**src/rtl/riscv_pkg.sv**
```systemverilog
// Shared RV32I sequencer types: opcode/funct3 constants, sequencer states, trap causes.
// Latency: none, types and constants only.
// Backpressure: not applicable.
package riscv_pkg;

   localparam logic [6:0] OP_R      = 7'b0110011;
   localparam logic [6:0] OP_I      = 7'b0010011;
   localparam logic [6:0] OP_LOAD   = 7'b0000011;
   localparam logic [6:0] OP_STORE  = 7'b0100011;
   localparam logic [6:0] OP_BRANCH = 7'b1100011;

   localparam logic [2:0] F3_BEQ = 3'b000;
   localparam logic [2:0] F3_BNE = 3'b001;

   localparam logic [1:0] CAUSE_NONE    = 2'b00;
   localparam logic [1:0] CAUSE_ILLEGAL = 2'b01;
   localparam logic [1:0] CAUSE_IMEM_TO = 2'b10;
   localparam logic [1:0] CAUSE_DMEM_TO = 2'b11;

   typedef enum logic [2:0] {
      S_IDLE   = 3'd0,
      S_FETCH  = 3'd1,
      S_DECODE = 3'd2,
      S_EXEC   = 3'd3,
      S_MEM    = 3'd4,
      S_WB     = 3'd5,
      S_TRAP   = 3'd6
   } seq_state_t;

   // Opcodes this sequencer knows how to step through
   function automatic logic is_legal_op(input logic [6:0] op);
      return (op == OP_R) || (op == OP_I) || (op == OP_LOAD) ||
             (op == OP_STORE) || (op == OP_BRANCH);
   endfunction

endpackage

```
**src/rtl/wait_timer.sv**
```systemverilog
// Counts consecutive stall cycles of a memory access and flags when the limit is reached.
// Latency: expired reflects the registered count, one cycle after each counted stall.
// Backpressure: none; counting saturates at the limit until cleared.
module wait_timer #(
   parameter int MEM_TIMEOUT = 255
) (
   input  logic clk,
   input  logic rst_n,
   input  logic clr,
   input  logic cnt_en,
   output logic expired
);

   localparam int W = $clog2(MEM_TIMEOUT + 1);
   localparam logic [W-1:0] LIMIT = W'(MEM_TIMEOUT);

   logic [W-1:0] cnt_q, cnt_d;

   // clear wins over counting; hold at the limit so the count never wraps
   always_comb begin
      cnt_d = cnt_q;
      if (clr) begin
         cnt_d = '0;
      end else if (cnt_en && (cnt_q != LIMIT)) begin
         cnt_d = cnt_q + W'(1);
      end
   end

   // stall counter register
   always_ff @(posedge clk or negedge rst_n) begin
      if (!rst_n) begin
         cnt_q <= '0;
      end else begin
         cnt_q <= cnt_d;
      end
   end

   assign expired = (cnt_q == LIMIT);

endmodule

```
**src/rtl/multicycle_sequencer.sv**
```systemverilog
// RV32I multi-cycle sequencer: steps fetch/decode/exec/mem/wb, counts retires, traps on faults.
// Latency: branch 3, R/I 4, store 4, load 5 cycles; each memory stall cycle adds one.
// Backpressure: imem_req/dmem_req hold until ready; MEM_TIMEOUT stalls in a row trap the core.
module multicycle_sequencer
   import riscv_pkg::*;
#(
   parameter int MEM_TIMEOUT = 255
) (
   input  logic        clk,
   input  logic        rst_n,
   input  logic [6:0]  opcode,
   input  logic [2:0]  funct3,
   input  logic        alu_zero,
   input  logic        imem_ready,
   input  logic        dmem_ready,
   output logic        imem_req,
   output logic        dmem_req,
   output logic        dmem_we,
   output logic        ir_we,
   output logic        pc_we,
   output logic        pc_sel,
   output logic        rf_we,
   output logic        trap,
   output logic [1:0]  trap_cause,
   output logic [2:0]  state_o,
   output logic [31:0] instret
);

   seq_state_t  state_q, state_d;
   logic [1:0]  cause_q, cause_d;
   logic [31:0] instret_q, instret_d;
   logic        retire;
   logic        waiting;
   logic        port_ready;
   logic        tmr_expired;

   // Only the port of the current phase matters; the counter restarts whenever
   // that port completes or we are not waiting, so every FETCH/MEM entry starts at 0.
   assign waiting    = (state_q == S_FETCH) || (state_q == S_MEM);
   assign port_ready = (state_q == S_FETCH) ? imem_ready : dmem_ready;

   wait_timer #(
      .MEM_TIMEOUT (MEM_TIMEOUT)
   ) u_wait_timer (
      .clk     (clk),
      .rst_n   (rst_n),
      .clr     (!waiting || port_ready),
      .cnt_en  (waiting && !port_ready),
      .expired (tmr_expired)
   );

   // next state, trap cause and per-phase strobes decoded from the current state
   always_comb begin
      state_d    = state_q;
      cause_d    = cause_q;
      imem_req   = 1'b0;
      dmem_req   = 1'b0;
      dmem_we    = 1'b0;
      ir_we      = 1'b0;
      pc_we      = 1'b0;
      pc_sel     = 1'b0;
      rf_we      = 1'b0;
      trap       = 1'b0;
      trap_cause = cause_q;
      retire     = 1'b0;
      case (state_q)
         S_IDLE: state_d = S_FETCH;
         S_FETCH: begin
            imem_req = 1'b1;
            if (imem_ready) begin
               ir_we   = 1'b1;
               state_d = S_DECODE;
            end else if (tmr_expired) begin
               state_d = S_TRAP;
               cause_d = CAUSE_IMEM_TO;
            end
         end
         S_DECODE: begin
            if (is_legal_op(opcode)) begin
               state_d = S_EXEC;
            end else begin
               state_d = S_TRAP;
               cause_d = CAUSE_ILLEGAL;
            end
         end
         S_EXEC: begin
            case (opcode)
               OP_BRANCH: begin
                  pc_we   = 1'b1;
                  retire  = 1'b1;
                  state_d = S_FETCH;
                  case (funct3)
                     F3_BEQ:  pc_sel = alu_zero;
                     F3_BNE:  pc_sel = !alu_zero;
                     default: pc_sel = 1'b0;
                  endcase
               end
               OP_R, OP_I:        state_d = S_WB;
               OP_LOAD, OP_STORE: state_d = S_MEM;
               default: begin
                  state_d = S_TRAP;
                  cause_d = CAUSE_ILLEGAL;
               end
            endcase
         end
         S_MEM: begin
            dmem_req = 1'b1;
            dmem_we  = (opcode == OP_STORE);
            if (dmem_ready) begin
               if (opcode == OP_STORE) begin
                  pc_we   = 1'b1;
                  retire  = 1'b1;
                  state_d = S_FETCH;
               end else begin
                  state_d = S_WB;
               end
            end else if (tmr_expired) begin
               state_d = S_TRAP;
               cause_d = CAUSE_DMEM_TO;
            end
         end
         S_WB: begin
            rf_we   = 1'b1;
            pc_we   = 1'b1;
            retire  = 1'b1;
            state_d = S_FETCH;
         end
         S_TRAP: trap = 1'b1;
         default: begin
            // unreachable encodings behave as an illegal-opcode trap
            trap       = 1'b1;
            trap_cause = CAUSE_ILLEGAL;
            state_d    = S_TRAP;
            cause_d    = CAUSE_ILLEGAL;
         end
      endcase
   end

   // retired-instruction counter advances with the retiring PC write, wrapping at 2^32
   always_comb begin
      instret_d = instret_q;
      if (retire) begin
         instret_d = instret_q + 32'd1;
      end
   end

   // sequencer state, sticky trap cause and retire count
   always_ff @(posedge clk or negedge rst_n) begin
      if (!rst_n) begin
         state_q   <= S_IDLE;
         cause_q   <= CAUSE_NONE;
         instret_q <= '0;
      end else begin
         state_q   <= state_d;
         cause_q   <= cause_d;
         instret_q <= instret_d;
      end
   end

   assign state_o = state_q;
   assign instret = instret_q;

endmodule
```
**config.mk**
```make
export PLATFORM = sky130hd
export DESIGN_NAME = multicycle_sequencer
export DESIGN_NICKNAME = d
export VERILOG_FILES = /design/src/rtl/riscv_pkg.sv /design/src/rtl/wait_timer.sv /design/src/rtl/multicycle_sequencer.sv
export SDC_FILE = /design/constraint.sdc
export NUM_CORES = 1
export LEC_CHECK = 0
export BUFFER_PORTS_ARGS = -buffer_cell sky130_fd_sc_hd__buf_2
export CAP_MARGIN = 0
export CORE_MARGIN = 10
export CORE_UTILIZATION = 45
export CTS_BUF_LIST = sky130_fd_sc_hd__clkbuf_8
export DETAILED_ROUTE_END_ITERATION = 16
export MAX_ROUTING_LAYER = met4
export PLACE_DENSITY = 0.66
export SETUP_SLACK_MARGIN = 0.4
export SYNTH_ARGS = -nofsm -noshare
export SYNTH_HDL_FRONTEND = slang
export SYNTH_SLANG_ARGS = --single-unit
```
**constraint.sdc**
```tcl
create_clock -name clk -period 2.1 [get_ports clk]
set_input_delay 0.21 -clock clk [delete_from_list [all_inputs] [get_ports clk]]
set_output_delay 0.21 -clock clk [all_outputs]
set_load 0.005 [all_outputs]
```
# --- After elaboration in Yosys (flattened, before gate mapping) ---
# Index checks and enable logic that the tools add are counted.
word_totals:
  regBits: 45
  inputBits: 15
op_classes:
  bitwise_logic: 1
  muxes: 32
  reduce_logical: 22
  add_sub_neg: 2
  eq_ne: 20
ops:
  columns: ["cell", "n"]
  rows:
  - ["adder 32 x 1 -> 32 bit, second input constant", 1]
  - ["one-hot mux 3 bit (6 select lines)", 1]
  - ["two-way mux 8 bit", 2]
  - ["two-way mux 3 bit", 5]
  - ["equality test 7 x 6 -> 1 bit, second input constant", 2]
  - ["two-way mux 2 bit", 7]
  - ["two-way mux 1 bit", 13]
  - ["!= test 2 bit, second input constant", 6]
  - ["one-hot mux 2 bit (5 select lines)", 1]
  - ["equality test 3 bit, second input constant", 3]
  - ["one-hot mux 3 bit (3 select lines)", 1]
  - ["adder 8 x 1 -> 8 bit, second input constant", 1]
  - ["equality test 8 bit, second input constant", 1]
  - ["!= test 8 bit, second input constant", 1]
  - ["equality test 7 x 2 -> 1 bit, second input constant", 1]
  - ["equality test 7 x 5 -> 1 bit, second input constant", 1]
  - ["equality test 7 bit, second input constant", 1]
  - ["AND reduction 7 bit", 1]
  - ["OR reduction 7 bit", 1]
  - ["equality test 3 x 1 -> 1 bit, second input constant", 2]
  - ["equality test 3 x 2 -> 1 bit, second input constant", 2]
  - ["logical NOT 3 bit", 2]
  - ["logical OR 1 bit", 6]
  - ["OR reduction 2 bit", 3]
  - ["other kinds (9)", 12]

# --- Depth between registers and ports, before layout ---
# Gate-level depths: netlist of run 1.
logic_depth:
  depth_word: 7
  ltp_mapped: 7
  ltp_nobuf: 6

# --- Cells and area by module ---
# From an unflattened synthesis of run 1, not the netlist that was laid out.
unflattened:
  cells_unflattened: 238
  hier_area_um2: 2458.6
modules_own_cells:
  columns: ["mod", "seq_area_each_um2", "cells_each", "instances", "area_each_um2"]
  rows:
  - ["multicycle_sequencer", 925.9, 191, 1, 1989.4]
  - ["wait_timer", 200.2, 47, 1, 469.2]

# --- Worst setup path after synthesis of run 1 ---
# Ideal clock, no wire load.
synth_path:
  path_type: "reg2reg"
  startpoint: "reg instret_q[0] (netlist: instret[0])"
  endpoint: "reg instret_q[22] (netlist: instret[22])"
  required_ns: 2.021
  t_arrival_ns: 1.872
  path_stages_with_launch: 7
  synth_period_minus_slack_ns: 1.952
  path_buffers: 0
  path_slack_ns: 0.148
  path_cell_list: "dfrtp_1 -> ha_1 -> nand4_2 -> or4_1 -> a211o_4 -> nor3_4 -> xor2_1"
synth_via:
  elab_chain_len: 1
synth_lines:
  columns: ["item", "line", "rtl"]
  rows:
  - ["start, declared", "multicycle_sequencer.sv:31", "logic [31:0] instret_q, instret_d;"]
  - ["start signal, assigned", "multicycle_sequencer.sv:156", "instret_q <= instret_d;"]
  - ["adder 32 x 1 -> 32 bit", "multicycle_sequencer.sv:143", "instret_d = instret_q + 32'd1;"]
# Every way passes these cells.
# A chain may end at the register's enable or synchronous reset.

# --- Worst setup path after layout of run 1 ---
layout_path:
  startpoint: "reg instret_q[0] (netlist: instret[0])"
  endpoint: "reg instret_q[14] (netlist: instret[14])"
# The elaborated chain is that of the path after synthesis.

==> summary.txt, run 1 <==
Global routing
  • Initial antenna violation count: 0
  • Number of global-route vias before repair: about 2200
  • Largest net degree at the start of global routing: 46
  • Grt total ovfl: 0
  • GR Util All Layers: 0.151
  • First-pass GRT wire length: 10300 um

Layout
  • Fillers: roughly 430
  • Share of post-route cells with drive strength above 1: 0.458
  • Fin cells: slightly above 400
  • Synth-to-layout area growth: 42.9%
  • N_diodes: 0
  • Nets: approximately 360

Critical path
  • Worst Path Max Fanout: 5
  • Crit Path Class: flop to flop
  • Worst Path Required: 2.29 ns
  • Nature of the critical path endpoint: flop
  • Startpoint types: flop
  • Worst R2R Path Depth: 6
  • R2r setup slk: just under 0.3 ns
  • Critical Path AT: between 1.5 and 2 ns

Clock network
  • Max clock buf depth: 2
  • CTS Hold Buffers Added: 0
  • Num CTS Buffers: 5
  • CTS Sinks: 45
  • Worst-path clk slew: 0.09 ns
  • CTS tree: done
  • Clk_lat worst skew: 0.30 ns
  • H-tree depth: 2
  • Clock root cell: clkbuf_8

Detailed routing
  • Total Routed Length: 6440 um
  • Via density: about 5.2
  • Remaining DRCs: 0
  • Pre-antenna DRT Iters: 4
  • Post-route ant nets: 0
  • Initial DRC Count: 43
  • Mean routed wirelength per cell: 15.6 um
  • Vias: between 2000 and 2500

STA
  • Worst relative slew slack: 0.627
  • Fin Setup TNS: 0 ns
  • RSZ-0062 raised after global routing: true
  • Skew final: roughly 0.0053 ns
  • Setup violators final: 0
  • Fin. Hold Viols: between 40 and 50
  • Hold Slack: -0.0218 ns
  • Minimum clock period after layout: 1.80 ns
  • Slew Viols, Final: 0
  • Slew at the pin closest to its max-slew limit: between 0.5 and 0.6 ns
  • Final Cycle Share: 0.858
  • Max Clock Freq: approximately 550 MHz

Logic synthesis
  • Synthesized area: around 2400 um2
  • Top cell type by total area after synthesis: dfrtp_1
  • Top FF cell, synth: dfrtp_1
  • Post-synth EDFFs: 0
  • Register bit count reported by yosys: between 40 and 50
  • Share of the synthesized area in the top cell type: 0.470
  • Ys async rst share: 1.00
  • Area contributors post-synth: dfrtp_1, xnor2_1, xor2_1
  • Syn Nets: between 200 and 300
  • Syn. warnings: 0
  • Yosys cell types: 46
  • Sequential area share after synthesis: 0.470
  • Mean post-synth cell area: 10.0 um2
  • Post-Syn Instances: approximately 240

Place
  • GPL Wtd Cong: roughly 0.80
  • Input/output buffers: 59
  • Cells after DPL: between 300 and 400
  • Hpwl dp: roughly 4300 um

Power and ir drop
  • Max VDD drop: 0.000407 V
  • Power Density: 465 nW/um2
  • Lkg Pwr: about 1.7 nW

Job
  • Max Cap Violations: 0

Floorplanning
  • Die H: between 90 and 100 um
  • Initial Util: 0.466
  • Row count: 26
  • IO Pins: 60
  • DIE AREA: around 8600 um2
  • Die width: 93.0 um
  • Placeable Area: 5140 um2

Run status
  • Outcome: finished with violations
  • Failing checks: negative hold slack

Min path
  • Hold Path Class: input port to async pin
[final timing paths]
path,startpoint,to
worst max register to register,instret[0],instret[14]
worst min-delay path,rst_n,state_o[0]
max in group asynchronous,rst_n,instret[5]
worst min register to register,instret[31],instret[31]
min in group clk,imem_ready,state_o[1]
worst max-delay path,instret[0],instret[14]
[logic make-up after synthesis]
group	share of synthesized area
AO/OA/AOI/OAI	0.0930
XOR/XNOR	0.135
adder cells (fa/ha/maj)	0.0104
buffers and inverters	0.0219
flip-flops	0.470
multiplexers	0.00836
AND/OR/NAND/NOR	0.261
[per-layer routing]
layer	track usage	vias up	wire length, um
li1	-	1043	-
met4	0.0527	0	84
met1	0.161	1050	2650
met2	0.261	51	3380
met5	-	-	0
met3	0.0452	9	315
[report_power, final]
| group | leakage [nW] | internal (mW) | switching [mW] |
|---|---|---|---|
| clock network | 0.0595 | 0.353 | 0.313 |
| logic | 1.04 | 0.0208 | 0.0344 |
| registers | 0.591 | 0.868 | 0.00262 |
| total | 1.69 | 1.24 | 0.350 |
[repair_timing]
| action | 4_1_cts | 5_1_grt |
|---|---|---|
| pin swaps | 9 | 17 |
| setup endpoints to repair | 37 | 36 |
| resized for setup | 15 | 28 |
| endpoints found under the hold margin | 0 | 0 |
| buffers inserted | 25 | 11 |
[layout make-up]
cell class	instances	area, um2	area share
multi-input cells	181	1410	0.413
flip-flops and latches	45	1140	0.332
repair buffers	101	639	0.187
well taps	70	87.6	0.0256
clock buffers	5	68.8	0.0201
clock inverters	3	42.5	0.0124
inverters	8	35.0	0.0102
[synthesized netlist by cell type, types with 2 or more instances]
cell	instances
a21o_1	4
a21oi_1	3
a22oi_1	2
and2_1	5
and3_1	8
and4_1	2
buf_2	3
clkbuf_1	2
dfrtp_1	45
ha_1	2
inv_1	6
inv_2	2
mux2i_1	2
nand2_1	20
nand2b_1	7
nand3_1	18
nand4_1	9
nand4_2	2
nor2_1	19
nor2_2	3
nor2b_1	2
nor3_1	7
nor4_1	2
o21ai_0	6
or3_1	2
xnor2_1	23
xor2_1	14
[critical path: stages (launching register included)]
cell	delay, ns
dfrtp_2	0.40
ha_4	0.17
nand4_4	0.10
or4_4	0.42
a211o_4	0.33
buf_4	0.16
xnor2_1	0.11
[registers in the layout (all words and copies together), names as in the netlist]
signal              cells
instret                32
u_wait_timer.cnt_q      8
state_o                 3
cause_q                 2
[stage by stage]
stage	util	power (mW)	setup slack [ns]	cell area, um2
CTS	0.625	1.61	0.325	3210
detailed placement	0.555	0.943	0.150	2850
global placement	0.555	0.942	0.184	2850
global route	0.666	1.65	0.220	3420
floorplan	-	0.902	0.306	2460
finish	0.666	1.59	0.297	3420
[placed cells by master, fill, tap and decap left out, types with 2 or more instances in the layout]
| master | count |
|---|---|
| buf_4 | 36 |
| xor2_1 | 14 |
| and2_1 | 5 |
| a21oi_1 | 3 |
| and3_1 | 7 |
| nand4_4 | 2 |
| buf_6 | 7 |
| nand2b_1 | 5 |
| nor3_1 | 4 |
| buf_2 | 58 |
| nor3_4 | 2 |
| nand3_4 | 2 |
| nand2b_4 | 2 |
| xnor2_1 | 22 |
| inv_1 | 7 |
| o21ai_0 | 6 |
| and4_1 | 2 |
| dfrtp_1 | 37 |
| clkbuf_8 | 5 |
| a21o_1 | 2 |
| nor2_2 | 4 |
| nor3_2 | 2 |
| nand3_1 | 12 |
| a22oi_1 | 2 |
| nand3_2 | 5 |
| dfrtp_2 | 8 |
| a21o_4 | 2 |
| nor2_1 | 18 |
| nand2_1 | 17 |
| nand4_1 | 9 |
| mux2i_1 | 2 |
| nand2_2 | 3 |
| ha_4 | 2 |
| or3_1 | 2 |
Note: power is estimated with default switching activity, not from simulation.
==> run 2, diff against run 1 <==
--- a/config.mk
+++ b/config.mk
@@ -8,11 +8,11 @@
 export BUFFER_PORTS_ARGS = -buffer_cell sky130_fd_sc_hd__buf_2
 export CAP_MARGIN = 0
 export CORE_MARGIN = 10
-export CORE_UTILIZATION = 45
+export CORE_UTILIZATION = 55
 export CTS_BUF_LIST = sky130_fd_sc_hd__clkbuf_8
 export DETAILED_ROUTE_END_ITERATION = 16
 export MAX_ROUTING_LAYER = met4
-export PLACE_DENSITY = 0.66
+export PLACE_DENSITY = 0.79
 export SETUP_SLACK_MARGIN = 0.4
 export SYNTH_ARGS = -nofsm -noshare
 export SYNTH_HDL_FRONTEND = slang
==> summary.txt, run 2 (synthesized netlist as in run 1, its figures left out) <==
Run status
  • Outcome: complete, no violations

Place
  • DP Worst Slack: 0.185 ns
  • Hpwl dp: around 4200 um
  • Input/output buffers: roughly 60
  • GPL Wtd Cong: between 0.8 and 0.9

Clock network
  • Clock root cell: clkbuf_8
  • Worst-path clk slew: roughly 0.080 ns
  • Max clock buf depth: 2
  • H-tree depth: 2
  • Clk_lat worst skew: around 0.29 ns
  • CTS Sinks: 45
  • CTS tree: done
  • Num CTS Buffers: 5

Layout
  • Share of post-route cells with drive strength above 1: 0.464
  • Total area of sequential cells: 1130 um2
  • Most frequent cells in the layout: buf_2, dfrtp_1, buf_4, xnor2_1, nand2_1
  • Fillers: ~230
  • Nets: 361
  • Area of the multi-input gates: 1450 um2
  • Largest register FFs: 32
  • Most common cell after layout, fill and taps aside: buf_2
  • Synth-to-layout area growth: 43.9%
  • N_diodes: 0
  • Fin util: 0.837

Job
  • Max Cap Violations: 0

Global routing
  • Number of global-route vias before repair: 2240
  • First-pass GRT wire length: 10600 um
  • Initial antenna violation count: 0
  • GR Util All Layers: 0.176
  • Largest net degree at the start of global routing: 33
  • Grt total ovfl: 0

Floorplanning
  • IO Pins: 60
  • DIE AREA: 7390 um2
  • Die H: between 80 and 90 um
  • Initial Util: 0.582
  • Row count: 23
  • Placeable Area: between 4000 and 5000 um2
  • Die width: 86.0 um

Detailed routing
  • Vias: between 2000 and 2500
  • Remaining DRCs: 0
  • Initial DRC Count: between 100 and 150
  • Total Routed Length: 7070 um
  • Post-route ant nets: 0
  • Mean routed wirelength per cell: 17.9 um
  • Pre-antenna DRT Iters: 4
  • Via density: 5.69

Critical path
  • Nature of the critical path endpoint: flop
  • Crit Path Class: flop to flop
  • Worst Path Required: roughly 2.3 ns
  • Reg2reg start: instret[12]
  • Startpoint types: flop
  • Worst R2R Path Depth: 5
  • Critical Path AT: between 2 and 2.5 ns
  • Crit path largest cell delay: approximately 0.56 ns
  • Worst Path Max Fanout: 5
  • R2r setup slk: around 0.25 ns
  • Reg-to-Reg End: instret[14]
  • Critical-path cell list: nand3_2, or4_4, a211o_4, buf_4, xnor2_2
  • Slowest library cell on the worst path: or4_4

STA
  • Max Clock Freq: 541 MHz
  • Skew final: 0.00577 ns
  • Final WS setup: ~0.25 ns
  • RSZ-0062 raised after global routing: true
  • Fin Setup TNS: 0 ns
  • Final Cycle Share: 0.881
  • Slew at the pin closest to its max-slew limit: roughly 0.75 ns
  • Setup violators final: 0
  • Fin. Hold Viols: 0
  • Worst relative slew slack: 0.501
  • Slew Viols, Final: 0
  • Minimum clock period after layout: 1.85 ns

Power and ir drop
  • Max VDD drop: between 0.0004 and 0.0005 V
  • Power Density: ~460 nW/um2
  • Lkg Pwr: roughly 1.7 nW

Min path
  • Hold path startpoint: opcode[6]
  • Worst Hold Path Cells: 4
  • WHS Endpoint: state_o[2]
  • Hold Path Class: input port to flop
[run 2: cell count changes in the layout (fill, tap and decap cells not counted), sizes merged]
cell and change:
buf +1, clkbuf +1, clkinv -1, dlygate4sd3 +1
[run 2: metrics by stage]
stage	hold WS (ns)	total power [mW]	instance area (um2)	cells
floorplan	-0.0856	0.902	2460	239
global placement	0.312	0.942	2840	351
detailed placement	0.309	0.944	2840	351
CTS	0.309	1.60	3190	379
global route	0.340	1.66	3450	395
finish	0.337	1.60	3450	395
[run 2: power breakdown]
group	internal, mW	total (mW)	switching (mW)
registers	0.868	0.871	0.00284
clock network	0.383	0.671	0.288
logic	0.0230	0.0592	0.0362
[run 2: per-layer routing]
layer,vias to the layer above,part of all wire,track usage
li1,1046,-,-
met1,1102,0.39,0.199
met2,87,0.53,0.303
met3,12,0.065,0.0435
met4,0,0.013,0.0419
met5,-,0,-
[run 2: timing repair]
action,4_1_cts,5_1_grt
setup endpoints to repair,36,30
pin swaps,9,17
gates resized for setup,16,30
hold endpoints to repair,29,0
setup buffers,19,16
hold buffers,1,0
[run 2: critical path, delay by kind of cell (launching register included)]
| family | cells | cell delay [ns] |
|---|---|---|
| compound gates | 1 | 0.35 |
| xor+xnor | 1 | 0.13 |
| buf+inv | 1 | 0.17 |
| flops | 1 | 0.39 |
| simple gates | 2 | 0.69 |
[run 2: final cells by class]
class	instances	share of cell area
Clock buffer	6	0.0240
Clock inverter	2	0.00980
Inverter	8	0.0109
Multi-Input combinational cell	181	0.420
Sequential cell	45	0.329
Tap cell	50	0.0182
Timing Repair Buffer	103	0.188
[run 2: worst max-delay path by stage]
stage                             end  cells after the start         from  slack (ns)
after global placement    instret[22]                      5   instret[5]        0.21
after global routing      instret[26]                      9   instret[0]        0.20
after floorplan           instret[22]                      5   instret[5]        0.31
final                     instret[14]                      5  instret[12]        0.25
after detailed placement  instret[22]                      5   instret[5]        0.18
after CTS                       pc_we                      6   state_o[2]        0.28
